### src/rtl/ps2_host_tx.sv
// PS/2 host-to-device transmitter: inhibit, request-to-send, clock out one
// command byte with odd parity, check device ACK, report done/error.
// Ports: clk, rst (async, active-low); tx_valid/tx_data/tx_ready handshake;
// tx_busy, tx_done, tx_err status; ps2_clk_in/ps2_data_in pad levels;
// ps2_clk_oe/ps2_data_oe open-drain pull-low enables.
module ps2_host_tx #(
  parameter int INHIBIT_CYCLES = 6500,
  parameter int RTS_CYCLES     = 130,
  parameter int TIMEOUT_CYCLES = 1_300_000,
  parameter int FILTER_LEN     = 8
) (
  input  logic       clk,
  input  logic       rst,
  input  logic       tx_valid,
  input  logic [7:0] tx_data,
  output logic       tx_ready,
  output logic       tx_busy,
  output logic       tx_done,
  output logic       tx_err,
  input  logic       ps2_clk_in,
  input  logic       ps2_data_in,
  output logic       ps2_clk_oe,
  output logic       ps2_data_oe
);

  localparam int CMAX = (INHIBIT_CYCLES > RTS_CYCLES)
                      ? INHIBIT_CYCLES : RTS_CYCLES;
  localparam int CW = $clog2(CMAX + 1);
  localparam int TW = $clog2(TIMEOUT_CYCLES + 1);
  localparam int FW = $clog2(FILTER_LEN + 1);

  typedef enum logic [2:0] {
    S_IDLE,
    S_INHIBIT,
    S_RTS,
    S_SEND,
    S_ACK,
    S_WAIT_IDLE,
    S_DONE,
    S_ERR
  } state_t;

  state_t         state;
  logic [1:0]     clk_sq;
  logic [1:0]     data_sq;
  logic           clk_s;
  logic           data_s;
  logic           clk_filt;
  logic [FW-1:0]  flt_cnt;
  logic           fall;
  logic [CW-1:0]  cyc;
  logic [TW-1:0]  tmo;
  logic           tmo_hit;
  logic [3:0]     bit_cnt;
  logic [7:0]     sh;
  logic           par;

  assign clk_s    = clk_sq[1];
  assign data_s   = data_sq[1];
  assign tmo_hit  = (tmo == TW'(TIMEOUT_CYCLES - 1));
  assign tx_ready = (state == S_IDLE);
  assign tx_busy  = (state != S_IDLE);

  // Idle bus level is high, so synchronizers reset to 1.
  always_ff @(posedge clk or negedge rst) begin
    if (!rst) begin
      clk_sq  <= 2'b11;
      data_sq <= 2'b11;
    end else begin
      clk_sq  <= {clk_sq[0], ps2_clk_in};
      data_sq <= {data_sq[0], ps2_data_in};
    end
  end

  // New clock level is taken only after FILTER_LEN differing samples.
  always_ff @(posedge clk or negedge rst) begin
    if (!rst) begin
      clk_filt <= 1'b1;
      flt_cnt  <= '0;
      fall     <= 1'b0;
    end else begin
      fall <= 1'b0;
      if (clk_s == clk_filt) begin
        flt_cnt <= '0;
      end else if (flt_cnt == FW'(FILTER_LEN - 1)) begin
        clk_filt <= clk_s;
        flt_cnt  <= '0;
        fall     <= clk_filt;
      end else begin
        flt_cnt <= flt_cnt + 1'b1;
      end
    end
  end

  always_ff @(posedge clk or negedge rst) begin
    if (!rst) begin
      state       <= S_IDLE;
      cyc         <= '0;
      tmo         <= '0;
      bit_cnt     <= '0;
      sh          <= '0;
      par         <= 1'b0;
      ps2_clk_oe  <= 1'b0;
      ps2_data_oe <= 1'b0;
      tx_done     <= 1'b0;
      tx_err      <= 1'b0;
    end else begin
      tx_done <= 1'b0;
      tx_err  <= 1'b0;
      unique case (state)
        S_IDLE: begin
          tmo <= '0;
          if (tx_valid) begin
            sh         <= tx_data;
            par        <= ~^tx_data;
            cyc        <= '0;
            ps2_clk_oe <= 1'b1;
            state      <= S_INHIBIT;
          end
        end
        S_INHIBIT: begin
          if (cyc == CW'(INHIBIT_CYCLES - 1)) begin
            cyc         <= '0;
            ps2_data_oe <= 1'b1;
            state       <= S_RTS;
          end else begin
            cyc <= cyc + 1'b1;
          end
        end
        S_RTS: begin
          if (cyc == CW'(RTS_CYCLES - 1)) begin
            ps2_clk_oe <= 1'b0;
            bit_cnt    <= '0;
            tmo        <= '0;
            state      <= S_SEND;
          end else begin
            cyc <= cyc + 1'b1;
          end
        end
        S_SEND: begin
          tmo <= tmo + 1'b1;
          if (tmo_hit) begin
            ps2_data_oe <= 1'b0;
            tx_err      <= 1'b1;
            state       <= S_ERR;
          end else if (fall) begin
            bit_cnt <= bit_cnt + 1'b1;
            unique case (1'b1)
              bit_cnt < 4'd8: begin
                ps2_data_oe <= ~sh[0];
                sh          <= sh >> 1;
              end
              bit_cnt == 4'd8: ps2_data_oe <= ~par;
              default: begin
                ps2_data_oe <= 1'b0;
                state       <= S_ACK;
              end
            endcase
          end
        end
        S_ACK: begin
          tmo <= tmo + 1'b1;
          if (tmo_hit) begin
            tx_err <= 1'b1;
            state  <= S_ERR;
          end else if (fall) begin
            if (!data_s) begin
              state <= S_WAIT_IDLE;
            end else begin
              tx_err <= 1'b1;
              state  <= S_ERR;
            end
          end
        end
        S_WAIT_IDLE: begin
          tmo <= tmo + 1'b1;
          if (tmo_hit) begin
            tx_err <= 1'b1;
            state  <= S_ERR;
          end else if (clk_s && data_s) begin
            tx_done <= 1'b1;
            state   <= S_DONE;
          end
        end
        S_DONE: state <= S_IDLE;
        S_ERR: begin
          ps2_clk_oe  <= 1'b0;
          ps2_data_oe <= 1'b0;
          state       <= S_IDLE;
        end
        default: state <= S_IDLE;
      endcase
    end
  end

endmodule

### config.mk
export PLATFORM = sky130hd
export DESIGN_NAME = ps2_host_tx
export DESIGN_NICKNAME = d
export VERILOG_FILES = /design/src/rtl/ps2_host_tx.sv
export SDC_FILE = /design/constraint.sdc
export NUM_CORES = 1
export LEC_CHECK = 0
export ABC_AREA = 1
export CAP_MARGIN = 20
export CORE_AREA = 5 5 100 102
export CTS_BUF_LIST = sky130_fd_sc_hd__clkbuf_8
export CTS_CLUSTER_DIAMETER = 60
export CTS_CLUSTER_SIZE = 10
export DETAILED_ROUTE_END_ITERATION = 10
export DIE_AREA = 0 0 105 107
export PLACE_DENSITY = 0.63
export SKIP_LAST_GASP = 1
export SYNTH_ARGS = -nofsm -noshare
export SYNTH_HDL_FRONTEND = slang
export SYNTH_SLANG_ARGS = --single-unit
### constraint.sdc
create_clock -name clk -period 1.8 [get_ports clk]
set_input_delay 0.36 -clock clk [delete_from_list [all_inputs] [get_ports clk]]
set_output_delay 0.36 -clock clk [all_outputs]
set_load 0.02 [all_outputs]
After elaboration in Yosys (flattened, before gate mapping)
Cells that the tools add are included.
{ "totals": {"inputBits": 13, "reg_bits": 64, "output_inout_bits": 6, "word_cells": 117} }
{ "op_classes": {"muxes": 47, "n_reduce_logical": 23, "magnitude_cmp": 1, "bitwise": 3, "eq_ne": 24, "add_sub_neg": 4} }
{ "ops": {"columns": ["operator", "n"], "rows": [
  ["case mux 21 bit (3 select lines)", 1],
  ["2-to-1 mux 13 bit", 3],
  ["case mux 13 bit (3 select lines)", 1],
  ["2-to-1 mux 8 bit", 4],
  ["2-to-1 mux 3 bit", 10],
  ["adder 21 x 1 -> 21 bit, second input constant", 1],
  ["equality test 21 bit, second input constant", 1],
  ["2-to-1 mux 21 bit", 1],
  ["case mux 3 bit (7 select lines)", 1],
  ["2-to-1 mux 4 bit", 5],
  ["case mux 8 bit (2 select lines)", 1],
  ["nonzero test 3 bit", 5],
  ["2-to-1 mux 1 bit", 14],
  ["inequality test 2 bit, second input constant", 7],
  ["adder 13 x 1 -> 13 bit, second input constant", 1],
  ["equality test 13 bit, second input constant", 1],
  ["equality test 13 x 8 -> 1 bit, second input constant", 1],
  ["equality test 3 bit, second input constant", 4],
  ["inequality test 3 bit, second input constant", 4],
  ["AND reduction 3 bit", 3],
  ["adder 4 x 1 -> 4 bit, second input constant", 2],
  ["case mux 4 bit (2 select lines)", 1],
  ["XNOR reduction 8 bit", 1],
  ["AND reduction 7 bit", 1],
  ["other kinds (18)", 28]
]} }

Longest topological paths before layout
{ "logic_depth": {"word_depth": 6, "mapped_depth": 12, "depth_no_buf": 12} }

Worst setup path after synthesis
Ideal clock, no wire load.
{ "synth_timing": {"path_kind": "register to register", "from": "register tmo[0]", "to": "register bit_cnt[3]", "path_buffers": 1, "path_slack_ns": 0.078, "path_stages_with_launch": 10, "period_less_slack_ns": 1.722, "required_ns": 1.683, "arrival_ns": 1.606, "cell_sequence": "dfrtp_1 ha_1 nand3_1 nor2_2 nand3_2 a21oi_2 inv_2 buf_6 nand3_1 nand2_1"} }
{ "synth_between": {"elab_chain_len": 3} }
{ "synth_lines": {"columns": ["element", "line", "text"], "rows": [
  ["start, declared", "52", "logic [TW-1:0] tmo;"],
  ["start signal, assigned", "141", "tmo <= tmo + 1'b1;"],
  ["start signal, assigned", "162", "tmo <= tmo + 1'b1;"],
  ["start signal, assigned", "176", "tmo <= tmo + 1'b1;"],
  ["equality test 21 bit", "60", "assign tmo_hit = (tmo == TW'(TIMEOUT_CYCLES - 1));"],
  ["inequality test 2 bit (no line)", null, null],
  ["AND reduction 4 bit (no line)", null, null],
  ["end signal, assigned", "147", "bit_cnt <= bit_cnt + 1'b1;"],
  ["end, declared", "54", "logic [3:0] bit_cnt;"]
]} }
No other way between the ends.
A chain may end at the register's enable or synchronous reset.

Worst setup path in the final report
{ "layout_timing": {"from": "register cyc[1]", "to": "register bit_cnt[3]"} }
{ "layout_between": {"elab_chain_len": 3} }
{ "layout_lines": {"columns": ["element", "line", "text"], "rows": [
  ["start, declared", "51", "logic [CW-1:0] cyc;"],
  ["start signal, assigned", "127", "cyc <= cyc + 1'b1;"],
  ["start signal, assigned", "137", "cyc <= cyc + 1'b1;"],
  ["equality test 13 x 8 -> 1 bit", "131", "if (cyc == CW'(RTS_CYCLES - 1)) begin"],
  ["inequality test 2 bit (no line)", null, null],
  ["AND reduction 4 bit (no line)", null, null]
]} }
No other way between the ends.

==> results.py <==
metrics = {
    "run_status": {
        "status": "finished, final reports clean",
    },
    "grt": {
        "grt_start_max_net_pins": 26,
        "grt_pass1_vias": 3665,
        "track_usage_pct": 18.0,
        "antenna_found_initial": 0,
        "gr-total-overflow": 0,
        "grt_pass1_wl_microns": 16700,
    },
    "synth": {
        "synthCells": 548,
        "synth_top_area_cell": "dfrtp_1",
        "synth-seq-cells": 64,
        "yosysSeqAreaShare_pct": 40.5,
        "syn_avg_cell_area_sq_um": 7.25,
        "yosysWarningCount": 0,
        "syn-cell-area_sq_mm": 0.00397,
        "yosysTopAreaCellShare_pct": 37.2,
        "synth_cell_type_count": 35,
        "ys_top_cells_by_area": "dfrtp_1 (37%), nand2_1 (15%), nand3_1 (9.1%), inv_1 (6.0%), nor2_1 (4.4%)",
        "syn_nets": 567,
    },
    "cts": {
        "cts_root_buffer": "clkbuf_8",
        "cts_buffers": 9,
        "cts_tree": "built",
        "cts.htree.levels": 3,
        "cts_sinks": 64,
        "clockBufferDepth": 2,
        "ctsHoldBuffers": 0,
        "clkLatencyLatePin_ps": 350,
        "clk_pin_slew_worst_paths_ps": 80,
    },
    "floorplanning": {
        "fp.dieW_microns": 105,
        "initial_core_util_pct": 44.0,
        "core_area_sq_mm": 0.00902,
        "row_count": 35,
        "floorplan.die.height_microns": 107,
        "io_pins": 19,
        "die-area_sq_mm": 0.0112,
    },
    "layout": {
        "drive_above_1_share_pct": 13.9,
        "instances_no_fill": 715,
        "multi_input_area_sq_mm": 0.00209,
        "nets": 618,
        "fill_cells": 877,
        "syn_to_final_growth_pct": 18.8,
        "layout_commonest_cell": "nand2_1",
        "seqCellArea_sq_mm": 0.00161,
        "mostFrequentLayoutCells": "nand2_1 (158), nand3_1 (72), inv_1 (66)",
        "diodes": 0,
    },
    "critical_path": {
        "required_ps": 2070,
        "worstSetupStartpointType": "flop",
        "critPathKind": "reg2reg",
        "end_kind": "flop",
        "worst_path_largest_cell_delay_ps": 400,
        "critPathSlowestCell": "dfrtp_1",
        "cp_cell_sequence": "inv_1 -> ha_1 -> nand2_1 -> nor2_2 -> nand3_1 -> mux2i_2 -> buf_4 -> nand3_1 -> nand2_1",
        "path_max_fanout": 4,
        "cp_data_arrival_time_ps": 1950,
    },
    "placed_design": {
        "dp.cells": 697,
        "globalplace.congestion": 0.931,
        "portBuffers": 18,
        "dp_hpwl_microns": 7290,
    },
    "timing": {
        "finalMaxSlewViolations": 0,
        "rsz0062_at_grt": "true",
        "fmax_mhz": 597,
        "tns_ps": 0,
        "max_slew_margin_pct": 59.7,
        "post-route-min-period_ps": 1670,
        "timing.final.crit_share_pct": 93.0,
        "hold_viol": 0,
        "tightest_slew_ps": 605,
        "skew_ps": 14.2,
        "finalSetupViolations": 0,
    },
    "drt": {
        "dr.first_iter.drc_count": 212,
        "totalWireLength_microns": 9710,
        "num_vias": 3737,
        "route.detailed.drc": 0,
        "dr.pass1.iters": 4,
        "wl_per_cell_microns": 13.6,
        "via_per_inst": 5.23,
        "antenna_left": 0,
    },
    "power": {
        "p_leak_nw": 2.27,
        "p_sw_share_pct": 41.4,
        "seq_power_share_pct": 34.1,
        "clockPowerShare_pct": 22.3,
        "p_comb_share_pct": 43.6,
        "irDropWorstVdd_v": 0.000621,
        "power_density_mw_per_mm2": 1160,
        "p_sw_w": 0.00226,
        "finalPower_w": 0.00547,
        "internal-power_w": 0.00321,
    },
    "job": {
        "cap_viol_max_count": 0,
    },
    "hold_path": {
        "hp-class": "in2async",
    },
}
-- critical path: cells and delay by family, from the launching register on --
family | cells | cell delay [ps]
flops | 1 | 400
fa+ha+maj | 1 | 150
buf+inv | 2 | 280
simple gates | 5 | 500
mux | 1 | 270
-- flip-flops by register name, summed over array words and instances, names as in the netlist, 2 cells and up --
signal,count
tmo,21
cyc,13
sh,8
bit_cnt,4
flt_cnt,4
state,3
clk_sq,2
data_sq,2
-- synth_stat cells, drive strengths merged --
| library cell | n |
|---|---|
| o22ai | 8 |
| ha | 6 |
| dfrtp | 59 |
| nand2 | 165 |
| nor2 | 55 |
| nor3 | 12 |
| o21bai | 2 |
| nand4 | 11 |
| a21oi | 5 |
| nand3 | 73 |
| o21ai | 21 |
| xnor2 | 11 |
| buf | 8 |
| a31oi | 1 |
| dfstp | 5 |
| nor3b | 2 |
| xor2 | 19 |
| o32ai | 1 |
| inv | 69 |
| nand3b | 4 |
| o211ai | 6 |
| a21o | 1 |
| clkbuf | 2 |
| nor4 | 1 |
| mux2i | 1 |
-- kinds of logic after synthesis --
kind of cell	synth area share (%)
xor+xnor	6.61
simple gates	36.0
flops	40.5
mux	0.252
buf+inv	8.00
fa+ha+maj	1.89
compound gates	6.80
-- what timing repair did --
item                       in CTS  in global routing
setup endpoints to repair       2                 24
gates resized for setup         4                 15
pin swaps                       0                  2
setup buffers                   0                  2
-- worst paths after layout --
path | to | startpoint | slack [ps] | cells after the start
worst max-delay path | bit_cnt[3] | cyc[1] | 130 | 9
worst min-delay path | tmo[9] | rst | 30 | 1
worst max register to register | bit_cnt[3] | cyc[1] | 130 | 9
worst min register to register | data_sq[1] | data_sq[0] | 360 | 0
max in group asynchronous | sh[4] | rst | 1210 | 2
min in group clk | data_sq[1] | data_sq[0] | 360 | 0
-- cell type report --
class / count / share of cell area [%]
timing repair buffer: 50 / 9.20
clock buffer: 10 / 2.92
inverter: 69 / 5.49
multi-input combinational: 405 / 44.3
sequential: 64 / 34.1
clock inverter: 6 / 1.11
tap: 111 / 2.94
-- routing by layer --
metal | routed length [microns] | global-route usage, % | part of all wire [%] | up-vias
met5 | 0 | 0 | 0 | -
met4 | 183 | 6.85 | 1.9 | 0
met3 | 354 | 2.65 | 3.6 | 19
met2 | 4660 | 30.3 | 48 | 74
met1 | 4520 | 23.5 | 47 | 1776
li1 | - | - | - | 1868
-- per-stage QoR --
stage	hold WS, ps	area (sq um)	utilization, %	setup WS [ps]
3_3_place_gp	346	4480	49.7	107
6_report	28.4	4720	52.3	126
3_5_place_dp	348	4480	49.7	89.2
2_1_floorplan	64.4	3970	-	77.5
4_1_cts	40.8	4670	51.8	-0.0512
5_1_grt	72.1	4720	52.3	-12.3
-- power by group through the flow --
stage / logic [W] / clock network (W) / registers [W]
after floorplan: 0.00150 / 0 / 0.00190
final: 0.00238 / 0.00122 / 0.00187
after detailed placement: 0.00235 / 0 / 0.00188
after CTS: 0.00234 / 0.00125 / 0.00186
after global routing: 0.00267 / 0.00132 / 0.00189
after global placement: 0.00231 / 0 / 0.00188
Power figures use the tool's default switching activity.
